==> src/rtl/memory_stage.sv <==
// MEM stage of the 5-stage MIPS core: EX/MEM register, ready-handshake data-memory access, MEM/WB register.
// Optional request timeout/abort is compiled in with `define DMEM_TIMEOUT_EN.
//
// Handshake: dmem_req_o is held, with stable we/addr/wdata, until a cycle where dmem_req_o and
// dmem_ready_i are both high; that cycle completes the access (dmem_rdata_i is valid in it).
// dmem_ready_i while dmem_req_o is low is ignored. A reset may drop dmem_req_o mid-request.
module memory_stage #(
    parameter int unsigned TIMEOUT_CYCLES = 16
) (
    input  logic        clk,
    input  logic        reset,
    input  logic [2:0]  control_e_i,
    input  logic [31:0] alu_result_e_i,
    input  logic [31:0] mem_write_data_e_i,
    input  logic [4:0]  reg_write_addr_e_i,
    output logic        dmem_req_o,
    output logic        dmem_we_o,
    output logic [31:0] dmem_addr_o,
    output logic [31:0] dmem_wdata_o,
    input  logic        dmem_ready_i,
    input  logic [31:0] dmem_rdata_i,
    output logic        mem_busy_o,
    output logic        mem_err_o,
    output logic [31:0] alu_result_m,
    output logic        reg_we_m,
    output logic [4:0]  reg_write_addr_m,
    output logic        reg_we_w,
    output logic        sel_reg_write_data_w,
    output logic [31:0] alu_result_w,
    output logic [31:0] read_data_w,
    output logic [4:0]  reg_write_addr_w,
    output logic [1:0]  state_dbg_o
);

`ifdef DMEM_TIMEOUT_EN
    typedef enum logic [1:0] {IDLE = 2'd0, WAIT = 2'd1, ABORT = 2'd2} state_t;
`else
    typedef enum logic [1:0] {IDLE = 2'd0, WAIT = 2'd1} state_t;
`endif

    state_t state_q, state_d;

    // EX/MEM pipeline register
    logic        reg_we_m_q, reg_we_m_d;
    logic        sel_m_q, sel_m_d;
    logic        mem_we_m_q, mem_we_m_d;
    logic [31:0] alu_m_q, alu_m_d;
    logic [31:0] wdata_m_q, wdata_m_d;
    logic [4:0]  waddr_m_q, waddr_m_d;

    // MEM/WB pipeline register
    logic        reg_we_w_q, reg_we_w_d;
    logic        sel_w_q, sel_w_d;
    logic [31:0] alu_w_q, alu_w_d;
    logic [31:0] rdata_w_q, rdata_w_d;
    logic [4:0]  waddr_w_q, waddr_w_d;

    logic access_m;
    logic abort_s;
    logic done;
    logic timeout_hit;

    assign access_m = mem_we_m_q | sel_m_q;

`ifdef DMEM_TIMEOUT_EN
    localparam int CNT_W = $clog2(TIMEOUT_CYCLES) + 1;

    logic [CNT_W-1:0] cnt_q, cnt_d;
    logic [CNT_W-1:0] cnt_inc;
    logic             err_q, err_d;

    assign abort_s     = (state_q == ABORT);
    assign cnt_inc     = cnt_q + CNT_W'(1);
    // The incremented count reaching TIMEOUT_CYCLES-1 gives exactly TIMEOUT_CYCLES busy cycles.
    assign timeout_hit = (state_q == WAIT) & ~done & (cnt_inc == CNT_W'(TIMEOUT_CYCLES - 1));
    assign cnt_d       = (state_q == WAIT) ? cnt_inc : '0;
    assign err_d       = err_q | timeout_hit;
    assign mem_err_o   = err_q;

    always_ff @(posedge clk) begin
        if (reset) begin
            cnt_q <= '0;
            err_q <= 1'b0;
        end else begin
            cnt_q <= cnt_d;
            err_q <= err_d;
        end
    end
`else
    logic unused_timeout_cfg;

    assign unused_timeout_cfg = (TIMEOUT_CYCLES < 2);
    assign abort_s            = 1'b0;
    assign timeout_hit        = 1'b0;
    assign mem_err_o          = 1'b0;
`endif

    assign dmem_req_o   = access_m & ~abort_s;
    assign dmem_we_o    = mem_we_m_q;
    assign dmem_addr_o  = {alu_m_q[31:2], 2'b00};
    assign dmem_wdata_o = wdata_m_q;
    assign done         = dmem_req_o & dmem_ready_i;
    assign mem_busy_o   = access_m & ~done & ~abort_s;

    always_comb begin
        state_d = state_q;
        case (state_q)
            IDLE: if (access_m & ~done) state_d = WAIT;
            WAIT: begin
                if (done) state_d = IDLE;
                else if (timeout_hit) begin
`ifdef DMEM_TIMEOUT_EN
                    state_d = ABORT;
`else
                    state_d = WAIT;
`endif
                end
            end
`ifdef DMEM_TIMEOUT_EN
            ABORT: state_d = IDLE;
`endif
            default: state_d = IDLE;
        endcase
    end

    always_comb begin
        reg_we_m_d = reg_we_m_q;
        sel_m_d    = sel_m_q;
        mem_we_m_d = mem_we_m_q;
        alu_m_d    = alu_m_q;
        wdata_m_d  = wdata_m_q;
        waddr_m_d  = waddr_m_q;
        if (!mem_busy_o) begin
            reg_we_m_d = control_e_i[2];
            sel_m_d    = control_e_i[1];
            mem_we_m_d = control_e_i[0];
            alu_m_d    = alu_result_e_i;
            wdata_m_d  = mem_write_data_e_i;
            waddr_m_d  = reg_write_addr_e_i;
        end
    end

    // A stalled or aborted access retires as a bubble; data fields simply hold.
    always_comb begin
        reg_we_w_d = reg_we_w_q;
        sel_w_d    = sel_w_q;
        alu_w_d    = alu_w_q;
        rdata_w_d  = rdata_w_q;
        waddr_w_d  = waddr_w_q;
        if (mem_busy_o || abort_s) begin
            reg_we_w_d = 1'b0;
            sel_w_d    = 1'b0;
        end else begin
            reg_we_w_d = reg_we_m_q;
            sel_w_d    = sel_m_q;
            alu_w_d    = alu_m_q;
            waddr_w_d  = waddr_m_q;
            if (done) rdata_w_d = dmem_rdata_i;
        end
    end

    always_ff @(posedge clk) begin
        if (reset) begin
            state_q    <= IDLE;
            reg_we_m_q <= 1'b0;
            sel_m_q    <= 1'b0;
            mem_we_m_q <= 1'b0;
            alu_m_q    <= '0;
            wdata_m_q  <= '0;
            waddr_m_q  <= '0;
            reg_we_w_q <= 1'b0;
            sel_w_q    <= 1'b0;
            alu_w_q    <= '0;
            rdata_w_q  <= '0;
            waddr_w_q  <= '0;
        end else begin
            state_q    <= state_d;
            reg_we_m_q <= reg_we_m_d;
            sel_m_q    <= sel_m_d;
            mem_we_m_q <= mem_we_m_d;
            alu_m_q    <= alu_m_d;
            wdata_m_q  <= wdata_m_d;
            waddr_m_q  <= waddr_m_d;
            reg_we_w_q <= reg_we_w_d;
            sel_w_q    <= sel_w_d;
            alu_w_q    <= alu_w_d;
            rdata_w_q  <= rdata_w_d;
            waddr_w_q  <= waddr_w_d;
        end
    end

    assign alu_result_m         = alu_m_q;
    assign reg_we_m             = reg_we_m_q;
    assign reg_write_addr_m     = waddr_m_q;
    assign reg_we_w             = reg_we_w_q;
    assign sel_reg_write_data_w = sel_w_q;
    assign alu_result_w         = alu_w_q;
    assign read_data_w          = rdata_w_q;
    assign reg_write_addr_w     = waddr_w_q;
    assign state_dbg_o          = state_q;

endmodule

==> config.mk <==
export PLATFORM = sky130hd
export DESIGN_NAME = memory_stage
export DESIGN_NICKNAME = d
export VERILOG_FILES = /design/src/rtl/memory_stage.sv
export SDC_FILE = /design/constraint.sdc
export NUM_CORES = 1
export LEC_CHECK = 0
export BUFFER_PORTS_ARGS = -buffer_cell sky130_fd_sc_hd__buf_2
export CAP_MARGIN = 20
export CELL_PAD_IN_SITES_DETAIL_PLACEMENT = 0
export CELL_PAD_IN_SITES_GLOBAL_PLACEMENT = 2
export CORE_ASPECT_RATIO = 1.1
export CORE_MARGIN = 2
export CORE_UTILIZATION = 26
export DETAILED_ROUTE_END_ITERATION = 10
export PLACE_DENSITY_LB_ADDON = 0.1
export SLEW_MARGIN = 40
export SYNTH_ARGS = -nofsm -noshare
export SYNTH_HDL_FRONTEND = slang
export SYNTH_SLANG_ARGS = --single-unit
==> constraint.sdc <==
create_clock -name clk -period 4.05 [get_ports clk]
set_input_delay 1.215 -clock clk [delete_from_list [all_inputs] [get_ports clk]]
set_output_delay 1.215 -clock clk [all_outputs]
set_load 0.02 [all_outputs]
==> results.md, run 1 <==
* Area delta synth->final at 34.9%
* Most common cell in the netlist: nand2_1
* Mapped Cells at 657
* P_leak at 3.48 nW
* Synth Cell Area at 5440 µm²
* Clock skew at 0.00779 ns
* YS warnings at 0
* CTS max path bufs at 2
* Number of global-route vias before repair at 4789
* Area leader, netlist: dfxtp_1
* #FFs+latches synth at 144
* Utilization after layout at 35.7%
* Worst Hold Class: reg2reg
* Initial Utilization at 26.4%
* Worst skew pair latency at 0.41 ns
* N_diodes at 0
* Total GRT Usage at 14.7%
* Met3 usage at 5.00%
* DRC viols at 0
* IO Port Bufs at 281
* Max-Cap Viols at 0
* # nets final at 995
* Synth area leaders: dfxtp_1 53%, nand2_1 17%, a21oi_1 10%, a21oi_2 4.8%, buf_4 4.7%
* Clock Tree Root: clkbuf_16
* Synth unique cells at 25
* Drt initial violations at 177
* Worst Path Max Fanout at 15
* Critical path launch point type: input pin
* Die area at 22100 µm²
* DPL Wire Length at 11200 µm
* Row cnt at 55
* Crit Path Class: in2out
* CP Capture Point: mem_busy_o
* Post-CTS sizing at 0
* Die height at 156 µm
* DIE WIDTH at 142 µm
* Core area at 20600 µm²
* Tcrit/Tclk final at 76.6%
* GR Util met2 at 24.2%
* First-pass GRT wire length at 25400 µm
* Routed wire length at 16500 µm
* Reg2reg setup slack at 2.06 ns
* Min Tclk post-route at 3.10 ns
* Ratio of total power to cell area at 510 nW/µm²
* Post-synth top cells: 249 x nand2_1, 144 x dfxtp_1, 110 x a21oi_1
* Setup tns final at 0 ns
* Reg2Reg Depth at 5
* CTS Buf Count at 17
* Clock-pin transition on the worst setup and hold timing paths at 0.05 ns
* WL per Instance at 14.3 µm
* Max_slew headroom at 49.8%
* Hold violation count in the final report at 0
* Grt total ovfl at 0
* Mean Syn Cell Area at 8.28 µm²
* Primary FF master, synth: dfxtp_1
* Maximum number of pins on one net before global-route repair at 96
* Crit Reg-Reg Startpoint: dmem_we_o
* Global placer's final weighted congestion at 0.732
* Arr. time, crit path at 1.89 ns
* Peak VDD IR at 0.270 mV
* Total number of vias at 4991
* Async set-reset flop share out of synthesis at 0%
* Most used routing layer: met2
* Fmax at 322 MHz
* Layout cells sized above 1 at 42.3%
* Initial antenna violation count at 0
* Number of H-tree levels at 4
* # IOs at 286
* CP Capture Type: output pin
* Met1 Track Usage GR at 17.6%
* RSZ-0062 raised after global routing: no
* Final setup viols at 0
* Max Slew Vio Count at 0
* Antenna-violating nets left at 0
* Critical Path Source: dmem_ready_i
* Via-per-instance ratio at 4.32
* Seq/Total Area, Yosys at 53.0%
* Hold_buf cts at 0
* Worst r2r dst: alu_result_w[0]
* Clk sinks at 144
* Status: finished, final reports clean
* Post-synth EDFFs at 0
* Worst Max-Slew Pin Slew at 0.753 ns
* First-pass DRT Iterations at 4
* CTS tree: built
* Setup bufs post-CTS at 0
* Top-area cell type share of the netlist area at 53.0%
* Critical Path RT at 2.83 ns
-- metrics by stage --
step | std cells | total power [mW] | cell area (µm²) | hold WS, ns | worst slack (ns)
5_1_grt | 1155 | 3.92 | 7340 | 0.461 | 0.902
3_5_place_dp | 1125 | 2.15 | 6730 | 0.441 | 0.944
3_3_place_gp | 1125 | 2.14 | 6720 | 0.435 | 0.916
4_1_cts | 1155 | 3.81 | 7340 | 0.448 | 0.943
6_report | 1155 | 3.74 | 7340 | 0.445 | 0.946
2_1_floorplan | 660 | 1.97 | 5450 | 0.456 | 1.03
-- cell type report --
class                      instances  area (µm²)
clock buffer                      20         447
clock inverter                    10         163
fill                            2206       13200
inverter                           2        10.0
multi-input combinational        435        2040
sequential                       144        2880
tap                              256         320
timing repair buffer             288        1480
-- registers in the layout, indices dropped and copies added (netlist names) --
signal / cells
sel_m_q: 1
read_data_w: 32
state_dbg_o: 1
dmem_wdata_o: 32
alu_result_m: 32
sel_reg_write_data_w: 1
reg_write_addr_m: 5
reg_we_m: 1
reg_we_w: 1
dmem_we_o: 1
reg_write_addr_w: 5
alu_result_w: 32
-- routing by layer --
metal	wire (µm)	part of all wire, %
met5	0	0
met4	412	2.5
met3	1210	7.3
met2	7820	47
met1	7070	43
-- cell usage in the layout, fill, tap and decap left out, types with 3 or more instances in the layout --
| cell | synthesis | final |
|---|---|---|
| buf_2 | 26 | 280 |
| nand2_1 | 249 | 249 |
| dfxtp_1 | 144 | 144 |
| a21oi_1 | 110 | 110 |
| nand2_2 | 30 | 30 |
| a21oi_2 | 30 | 30 |
| clkbuf_16 | 0 | 17 |
| buf_4 | 34 | 5 |
| conb_1 | 1 | 4 |
| bufinv_16 | 0 | 4 |
| nor2_1 | 3 | 3 |
-- critical path, cell delays in order --
cell,delay (ns)
buf_2,0.14
o21bai_4,0.19
inv_4,0.15
buf_2,0.19
-- logic make-up after synthesis --
kind of cell           count (synthesis)  share of synthesized area, %
other                                  1                        0.0689
flip-flops                           144                          53.0
buffers and inverters                 81                          10.1
AO/OA/AOI/OAI                        145                          15.6
AND/OR/NAND/NOR                      286                          21.3
-- where the power goes --
part	switching, mW	internal (mW)
Clock	0.596	1.04
Combinational	0.361	0.182
Sequential	0.0566	1.51
-- worst min-delay path by stage --
stage / cells past startpoint / from / end
after floorplan: 2 / sel_m_q / sel_reg_write_data_w
after global placement: 2 / dmem_wdata_o[10] / dmem_wdata_o[10]
after detailed placement: 2 / alu_result_w[31] / alu_result_w[31]
after CTS: 2 / alu_result_w[31] / alu_result_w[31]
after global routing: 2 / alu_result_w[1] / alu_result_w[1]
final: 2 / alu_result_w[31] / alu_result_w[31]
No activity file was read; power rests on OpenSTA's default activity.
==> inputs of run 2 (changes only) <==
--- a/config.mk
+++ b/config.mk
@@ -5,13 +5,14 @@
 export SDC_FILE = /design/constraint.sdc
 export NUM_CORES = 1
 export LEC_CHECK = 0
+export ABC_AREA = 1
 export BUFFER_PORTS_ARGS = -buffer_cell sky130_fd_sc_hd__buf_2
 export CAP_MARGIN = 20
 export CELL_PAD_IN_SITES_DETAIL_PLACEMENT = 0
 export CELL_PAD_IN_SITES_GLOBAL_PLACEMENT = 2
 export CORE_ASPECT_RATIO = 1.1
 export CORE_MARGIN = 2
-export CORE_UTILIZATION = 26
+export CORE_UTILIZATION = 21
 export DETAILED_ROUTE_END_ITERATION = 10
 export PLACE_DENSITY_LB_ADDON = 0.1
 export SLEW_MARGIN = 40
==> constraint.sdc (replaced) <==
create_clock -name clk -period 2.85 [get_ports clk]
set_input_delay 0.855 -clock clk [delete_from_list [all_inputs] [get_ports clk]]
set_output_delay 0.855 -clock clk [all_outputs]
set_load 0.02 [all_outputs]
==> run 2 against run 1 <==
Routed wire length rose by 36%. Core utilization down 7.1 points. Critical path depth shrank 1. Final cell count increased by 35%. Clock power up 57%. Highest routed layer unchanged. Clock skew rose by 0.0070 ns. Global-route usage down 0.53 points. Die area rose by 43%. Clock-buffer cell count rose by 3.
==> results.md, run 2 <==
* Status: finished, final reports clean
* Fin cells at 1559
* Final-layout fill cell count at 3377
* Net Switching at 1.84 mW
* Design Area, Final at 8460 µm²
* Final setup viols at 0
* Area delta synth->final at 33.2%
* Die area at 31700 µm²
* Seq/Total Area, Yosys at 45.4%
* Ratio of total power to cell area at 719 nW/µm²
* Critical Path RT at 2.00 ns
* Worst skew pair latency at 0.43 ns
* Internal power at 4.24 mW
* Arr. time, crit path at 1.37 ns
* #FFs+latches synth at 144
* Combinational power share at 19.7%
* Reg2reg setup slack at 1.27 ns
* Async set-reset flop share out of synthesis at 0%
* Switching Share at 30.3%
* First-pass GRT wire length at 34700 µm
* Sequential share of power at 38.1%
* Hold violation count in the final report at 0
* Via-per-instance ratio at 3.96
* Max Slew Vio Count at 0
* P_leak at 4.53 nW
* Min Tclk post-route at 2.23 ns
* # nets final at 1279
* CTS Buf Count at 17
* Tcrit/Tclk final at 78.2%
* Grt total ovfl at 0
* Drt initial violations at 329
* DRC viols at 0
* Clock-pin transition on the worst setup and hold timing paths at 0.06 ns
* DIE WIDTH at 170 µm
* # IOs at 286
* Peak VDD IR at 0.262 mV
* RSZ-0062 raised after global routing: no
* Global placer's final weighted congestion at 0.693
* Hold EP: reg_we_w
* Synth area leaders: dfxtp_1 45%, nor2_1 17%, nand3_1 11%, nand2_1 8.4%, inv_1 8.3%
* CTS max path bufs at 2
* Placed Area at 7790 µm²
* First-pass DRT Iterations at 4
* Mapped Cells at 955
* Maximum number of pins on one net before global-route repair at 141
* Primary FF master, synth: dfxtp_1
* Fin worst setup slack at 0.621 ns
* Number of H-tree levels at 4
* HP Start: reg_we_m
* Area leader, netlist: dfxtp_1
* Setup tns final at 0 ns
* DPL Wire Length at 14200 µm
* Layout cells sized above 1 at 27.6%
* YS warnings at 0
* Reg2Reg Depth at 6
* Routed wire length at 22500 µm
* CP Capture Type: output pin
* Initial antenna violation count at 0
* Fmax at 449 MHz
* Crit Path Class: in2out
* Clk sinks at 144
* Power Total at 6.08 mW
* Worst Path Max Fanout at 3
* Synth unique cells at 16
* Post-synth top cells: 283 x nor2_1, 144 x dfxtp_1, 142 x nand2_1
* N_diodes at 0
* Hold WS at 0.468 ns
* Clock Tree Root: clkbuf_16
* Setup slack at placement at 0.611 ns
* Hold_buf cts at 0
* Clk pwr share at 42.2%
* Clock skew at 0.0148 ns
* Antenna-violating nets left at 0
* Max-Cap Viols at 0
* Critical path launch point type: input pin
* Total number of vias at 6168
* IO Port Bufs at 281
* Commonest non-fill, non-tap cells in the layout: 283 x nor2_1, 281 x buf_2, 144 x dfxtp_1
* Worst Hold Class: reg2reg
* Total GRT Usage at 14.2%
* Setup bufs post-CTS at 0
* Crit Reg-Reg Startpoint: dmem_we_o
* Core area at 29600 µm²
* Area taken by multi-input logic gates at 2370 µm²
* Synth Cell Area at 6350 µm²
* Mean Syn Cell Area at 6.65 µm²
* Initial Utilization at 21.4%
* Row cnt at 66
* Register area at 2880 µm²
* Worst r2r dst: alu_result_w[24]
* CTS tree: built
* Utilization after layout at 28.5%
* Placed instance count at 1527
* WL per Instance at 14.4 µm
* Top-area cell type share of the netlist area at 45.4%
* Post-synth EDFFs at 0
* Post-CTS sizing at 0
* Most common cell after layout, fill and taps aside: nor2_1
* Max_slew headroom at 53.4%
* Die height at 186 µm
* Hold depth at 2
* Number of global-route vias before repair at 5910
* Worst Max-Slew Pin Slew at 0.699 ns
* Most common cell in the netlist: nor2_1
## run 2: power groups by stage
stage	registers [mW]	logic (mW)	clock network [mW]
4_1_cts	2.32	1.23	2.67
3_5_place_dp	2.36	1.22	0
2_1_floorplan	2.56	0.628	0
6_report	2.31	1.20	2.57
3_3_place_gp	2.36	1.23	0
5_1_grt	2.34	1.35	2.76
## run 2: cell families (layout without fill, tap and decap cells)
logic type,Yosys count,count (layout),synth area share (%)
DFF,144,144,45.4
buffers and inverters,238,465,17.7
other,1,4,0.0590
AOI/OAI and AO/OA,1,1,0.0787
and+or+nand+nor,571,571,36.7
## run 2: area by class of cell
class                      count  area share (%)
sequential                   144            34.1
multi-input combinational    576            28.0
timing repair buffer         290            18.2
inverter                     143            6.39
clock buffer                  23            5.77
tap                          374            5.53
clock inverter                 9            2.10
## run 2: worst max-delay path by stage
stage                 startpoint          to  cells after the start
floorplan           dmem_ready_i  mem_busy_o                      3
global placement    dmem_ready_i  mem_busy_o                      3
detailed placement  dmem_ready_i  mem_busy_o                      3
CTS                 dmem_ready_i  mem_busy_o                      3
global route        dmem_ready_i  mem_busy_o                      3
finish              dmem_ready_i  mem_busy_o                      3
## run 2: worst max-delay path, cell delays in order
cell    delay [ns]
buf_2         0.14
nor2_4        0.15
buf_2         0.21
## run 2: layer usage
metal  up-vias  part of all wire [%]  global-route usage [%]
li1       3233                     -                       -
met4         0                  0.87                    3.75
met2       193                    44                    21.5
met1      2730                    48                    19.4
met3        12                   7.6                    4.50
met5         -                     0                       0
